<file path="config.mk">
export PLATFORM = sky130hd
export DESIGN_NAME = reg_file
export DESIGN_NICKNAME = d
export VERILOG_FILES = /design/src/rtl/reg_file_pkg.sv /design/src/rtl/decoder_5_to_32.sv /design/src/rtl/reg_file.sv
export SDC_FILE = /design/constraint.sdc
export NUM_CORES = 2
export LEC_CHECK = 0
export BUFFER_PORTS_ARGS = -buffer_cell sky130_fd_sc_hd__buf_4
export CAP_MARGIN = 5
export CELL_PAD_IN_SITES_DETAIL_PLACEMENT = 0
export CELL_PAD_IN_SITES_GLOBAL_PLACEMENT = 1
export CORE_UTILIZATION = 40
export DETAILED_ROUTE_END_ITERATION = 8
export GPL_TIMING_DRIVEN = 0
export PLACE_DENSITY = 0.74
export SLEW_MARGIN = 20
export SYNTH_ARGS = -nofsm -noshare
export SYNTH_HDL_FRONTEND = slang
export SYNTH_HIERARCHICAL = 1
export SYNTH_SLANG_ARGS = --single-unit
</file>
<file path="constraint.sdc">
create_clock -name clk -period 2.79 [get_ports clk]
set_clock_uncertainty 0.15 [all_clocks]
set_input_delay 0.1395 -clock clk [delete_from_list [all_inputs] [get_ports clk]]
set_output_delay 0.1395 -clock clk [all_outputs]
set_load 0.01 [all_outputs]
</file>
<file path="src/rtl/reg_file_pkg.sv">
// rtl/reg_file_pkg.sv - shared datapath constants for the register file
package reg_file_pkg;

  localparam int DATA_WIDTH = 32;
  localparam int ADDR_WIDTH = 5;
  localparam int NUM_REGS   = 2 ** ADDR_WIDTH;
  localparam int ZERO_REG   = 0;

endpackage : reg_file_pkg

</file>
<file path="src/rtl/decoder_5_to_32.sv">
// rtl/decoder_5_to_32.sv - one-hot write-enable decoder for the register file
//
// Ports:
//   addr   - write register address
//   en     - write enable; when low the whole vector is zero
//   onehot - one bit per register, bit ZERO_REG is never set
module decoder_5_to_32
  import reg_file_pkg::*;
#(
  parameter int AW = ADDR_WIDTH,
  parameter int NR = 2 ** AW
) (
  input  logic [AW-1:0] addr,
  input  logic          en,
  output logic [NR-1:0] onehot
);

  always_comb begin
    onehot = '0;
    if (en) begin
      onehot[addr] = 1'b1;
    end
    // The zero register is hard-wired; it must never see a write strobe.
    onehot[ZERO_REG] = 1'b0;
  end

endmodule : decoder_5_to_32

</file>
<file path="src/rtl/reg_file.sv">
// rtl/reg_file.sv - two-read, one-write register file with write-first bypass
//
// Ports:
//   clk          - clock, all state changes on the rising edge
//   rst_n        - asynchronous active-low reset, clears every register
//   read_reg_1   - read port 1 address (rs)
//   read_reg_2   - read port 2 address (rt)
//   write_reg    - write address (rt/rd select)
//   write_data   - data to write
//   reg_write    - write enable
//   read_data_1  - combinational contents of read_reg_1
//   read_data_2  - combinational contents of read_reg_2
module reg_file
  import reg_file_pkg::*;
#(
  parameter int DATA_WIDTH = reg_file_pkg::DATA_WIDTH,
  parameter int ADDR_WIDTH = reg_file_pkg::ADDR_WIDTH
) (
  input  logic                  clk,
  input  logic                  rst_n,
  input  logic [ADDR_WIDTH-1:0] read_reg_1,
  input  logic [ADDR_WIDTH-1:0] read_reg_2,
  input  logic [ADDR_WIDTH-1:0] write_reg,
  input  logic [DATA_WIDTH-1:0] write_data,
  input  logic                  reg_write,
  output logic [DATA_WIDTH-1:0] read_data_1,
  output logic [DATA_WIDTH-1:0] read_data_2
);

  localparam int NR = 2 ** ADDR_WIDTH;

  logic [DATA_WIDTH-1:0] regs [NR];
  logic [NR-1:0]         write_en;
  logic                  write_live;
  logic                  hit_1;
  logic                  hit_2;

  decoder_5_to_32 #(
    .AW (ADDR_WIDTH),
    .NR (NR)
  ) u_decoder (
    .addr   (write_reg),
    .en     (reg_write),
    .onehot (write_en)
  );

  // Async reset has priority, so an edge arriving while rst_n is low never
  // lands a write. Register 0 is only ever loaded with zero.
  always_ff @(posedge clk or negedge rst_n) begin
    if (!rst_n) begin
      for (int i = 0; i < NR; i++) begin
        regs[i] <= '0;
      end
    end else begin
      for (int i = 1; i < NR; i++) begin
        if (write_en[i]) begin
          regs[i] <= write_data;
        end
      end
    end
  end

  // A write to the zero register is discarded, so it must not bypass either.
  assign write_live = reg_write && (write_reg != ADDR_WIDTH'(ZERO_REG));
  assign hit_1      = write_live && (write_reg == read_reg_1);
  assign hit_2      = write_live && (write_reg == read_reg_2);

  always_comb begin
    read_data_1 = '0;
    read_data_2 = '0;
    if (rst_n) begin
      read_data_1 = hit_1 ? write_data : regs[read_reg_1];
      read_data_2 = hit_2 ? write_data : regs[read_reg_2];
    end
  end

endmodule : reg_file

</file>
==> flow_summary.yaml <==
run_status:
  status: "finished, violations left"
  failed_checks: "design-rule violations, negative setup slack"
detailed_routing:
  drc: 2
  drt_iter0_markers: 5143
  first_pass_iters: 9
  ant_nets: 0
  vias: 39300
  vias_per_cell: 6.61
  wirelength_mm: 229
  post_drt_wl_per_cell_um: 38.5
floorplanning:
  die_width_um: 369
  core_area_mm2: 0.133
  dieArea_mm2: 0.136
  die_y_um: 369
  start_util_pct: 40.4
  fp-row-count: 134
  ios: 114
hold_path:
  min_to: "regs[976]"
  whs_path_depth: 3
  min-delay-start: "write_data[16]"
  hold_class: "input port to flip-flop"
setup_path:
  critPathCaptureType: "primary output"
  path_cells: "buf_4, buf_6, buf_8, buf_4, mux4_2, mux2i_1, nand2_1, o211a_1, a221o_2, buf_6"
  timing.rr.start: "regs[978]"
  cp_max_fo: 10
  start_kind: "input port"
  worstPathRequired_ps: 2500
  slowest_stage: "buf_4"
  max_stage_delay_ps: 430
  regToRegSetupSlack_ps: 1700
  critPathKind: "input port to primary output"
  arrival_ps: 2830
  r2r_cells: 2
  reg2reg_to: "regs[978]"
pwr:
  p_per_area_mw_per_mm2: 717
  p_total_mw: 46.8
  ir_worst_vdd_v: 0.000528
  leakagePower_nw: 27.3
sta:
  period_share_pct: 112
  fmax_ghz: 0.321
  finalSetupViolCount: 59
  tightest_slew_ps: 1160
  setup_ws_ps: -328
  final.min_clock_period_ps: 3120
  relSlewSlack_pct: 22.7
  rsz0062_at_grt: "yes"
  drv_slew: 0
  timing.final.hold_violations: 0
place:
  dpl_cell_area_mm2: 0.0572
  dp_hpwl_mm: 169
  numPortBuffers: 106
  place_congestion: 1.04
yosys:
  synth_warnings: 70
  syn-cell-area_mm2: 0.0539
  syn_inst: 3760
  synth_nets: 3810
  avgSynthCellArea_um2: 14.3
clocking:
  cts_tree: "yes"
  clock-sinks: 992
  htreeDepth: 3
  cts-root-buf: "clkbuf_16"
  clockBufferDepth: 3
  clk_pin_slew_worst_paths_ps: 60
  numCtsBuffers: 105
  insertion_delay_ps: 740
global_route:
  antenna_found_initial: 9
  grtUsageTotal_pct: 33.4
  grt_pass1_wl_mm: 314
  grt_max_degree: 141
  first_global_vias: 38500
  overflow: 0
job:
  max_cap_viol_count: 0
finish:
  drive_gt1_share_pct: 55.6
  design_area_mm2: 0.0653
  reg_top3: "regs x992"
  regMostFlops: "regs"
  largest_reg_flops: 992
  area_growth_pct: 21.3
  fin_nets: 4129
-- power by group --
| part | switching, mW | leakage [nW] | internal, mW |
|---|---|---|---|
| combinational | 5.68 | 12.8 | 6.09 |
| sequential | 2.19 | 12.7 | 17.2 |
| clock | 6.42 | 1.86 | 9.23 |
-- cell usage in the layout, fill, tap and decap left out, drive strengths merged, types with 4 or more instances in the layout --
| cell type | count |
|---|---|
| dfrtp | 992 |
| clkinv | 17 |
| nand2 | 67 |
| o21ai | 50 |
| a22o | 16 |
| o22ai | 60 |
| xnor2 | 6 |
| o211a | 20 |
| a31oi | 27 |
| clkbuf | 376 |
| clkinvlp | 8 |
| nor3 | 38 |
| xor2 | 4 |
| nand2b | 12 |
| bufinv | 14 |
| nor2b | 24 |
| a21oi | 16 |
| dlygate4sd3 | 34 |
| a221o | 40 |
| o2bb2ai | 12 |
| a22oi | 27 |
| o31ai | 11 |
| mux2i | 180 |
| o221ai | 30 |
| o311ai | 23 |
| a221oi | 52 |
| buf | 393 |
| inv | 10 |
| nor2 | 85 |
| mux2 | 1075 |
| a21boi | 11 |
| nor4 | 6 |
| o221a | 11 |
| mux4 | 389 |
-- metal layers --
layer	wire, um	GRT usage [%]	part of all wire (%)	vias to the layer above
met5	306	0.890	0.13	-
met4	11600	14.6	5.1	10
met3	31200	13.9	14	509
met2	97400	47.7	43	2487
met1	88100	43.9	39	21100
li1	-	-	-	15200
-- critical path: cells and delay by family --
| family | cells | cell delay (ps) |
|---|---|---|
| and+or+nand+nor | 1 | 220 |
| muxes | 2 | 530 |
| AOI/OAI and AO/OA | 2 | 620 |
| buffers and inverters | 5 | 1280 |
-- what timing repair did --
action	CTS	global route
buffers inserted	51	7
setup endpoints to repair	64	411
gates resized for setup	660	129
gates cloned	0	3
hold buffers	40	0
hold endpoints to repair	612	0
pin swaps	92	61
-- stage by stage --
stage / utilization (%) / hold slack [ps] / std cells / TNS (ps) / setup slack (ps)
after floorplan: - / -306 / 3760 / 0 / 517
after global placement: 42.6 / 323 / 5634 / - / -10770
after detailed placement: 42.8 / -72.1 / 5644 / -121300 / -2230
after CTS: 48.4 / 69.4 / 5927 / -30070 / -291
after global routing: 49.0 / 155 / 5938 / -7730 / -334
final: 49.0 / 138 / 5939 / -7560 / -328
-- worst max path at each step --
stage,slack [ps],cells past startpoint,endpoint,start
after global routing,-330,6,read_data_2[12],regs[396]
after global placement,-10770,1,regs[175],rst_n
final,-330,10,read_data_2[31],read_reg_2[1]
after floorplan,520,7,read_data_2[0],read_reg_2[1]
after detailed placement,-2230,8,read_data_1[8],read_reg_1[3]
after CTS,-290,6,read_data_2[12],regs[396]
-- layout make-up --
type | count | area [um^2]
Multi-Input combinational cell | 2324 | 29700
Antenna cell | 2 | 5.00
Timing Repair Buffer | 217 | 2260
Clock inverter | 41 | 604
Inverter | 8 | 33.8
Clock buffer | 156 | 3200
Fill cell | 11500 | 68100
Sequential cell | 992 | 24800
Tap cell | 1768 | 2210
Buffer | 431 | 2530
Note: power is estimated with default switching activity, not from simulation.
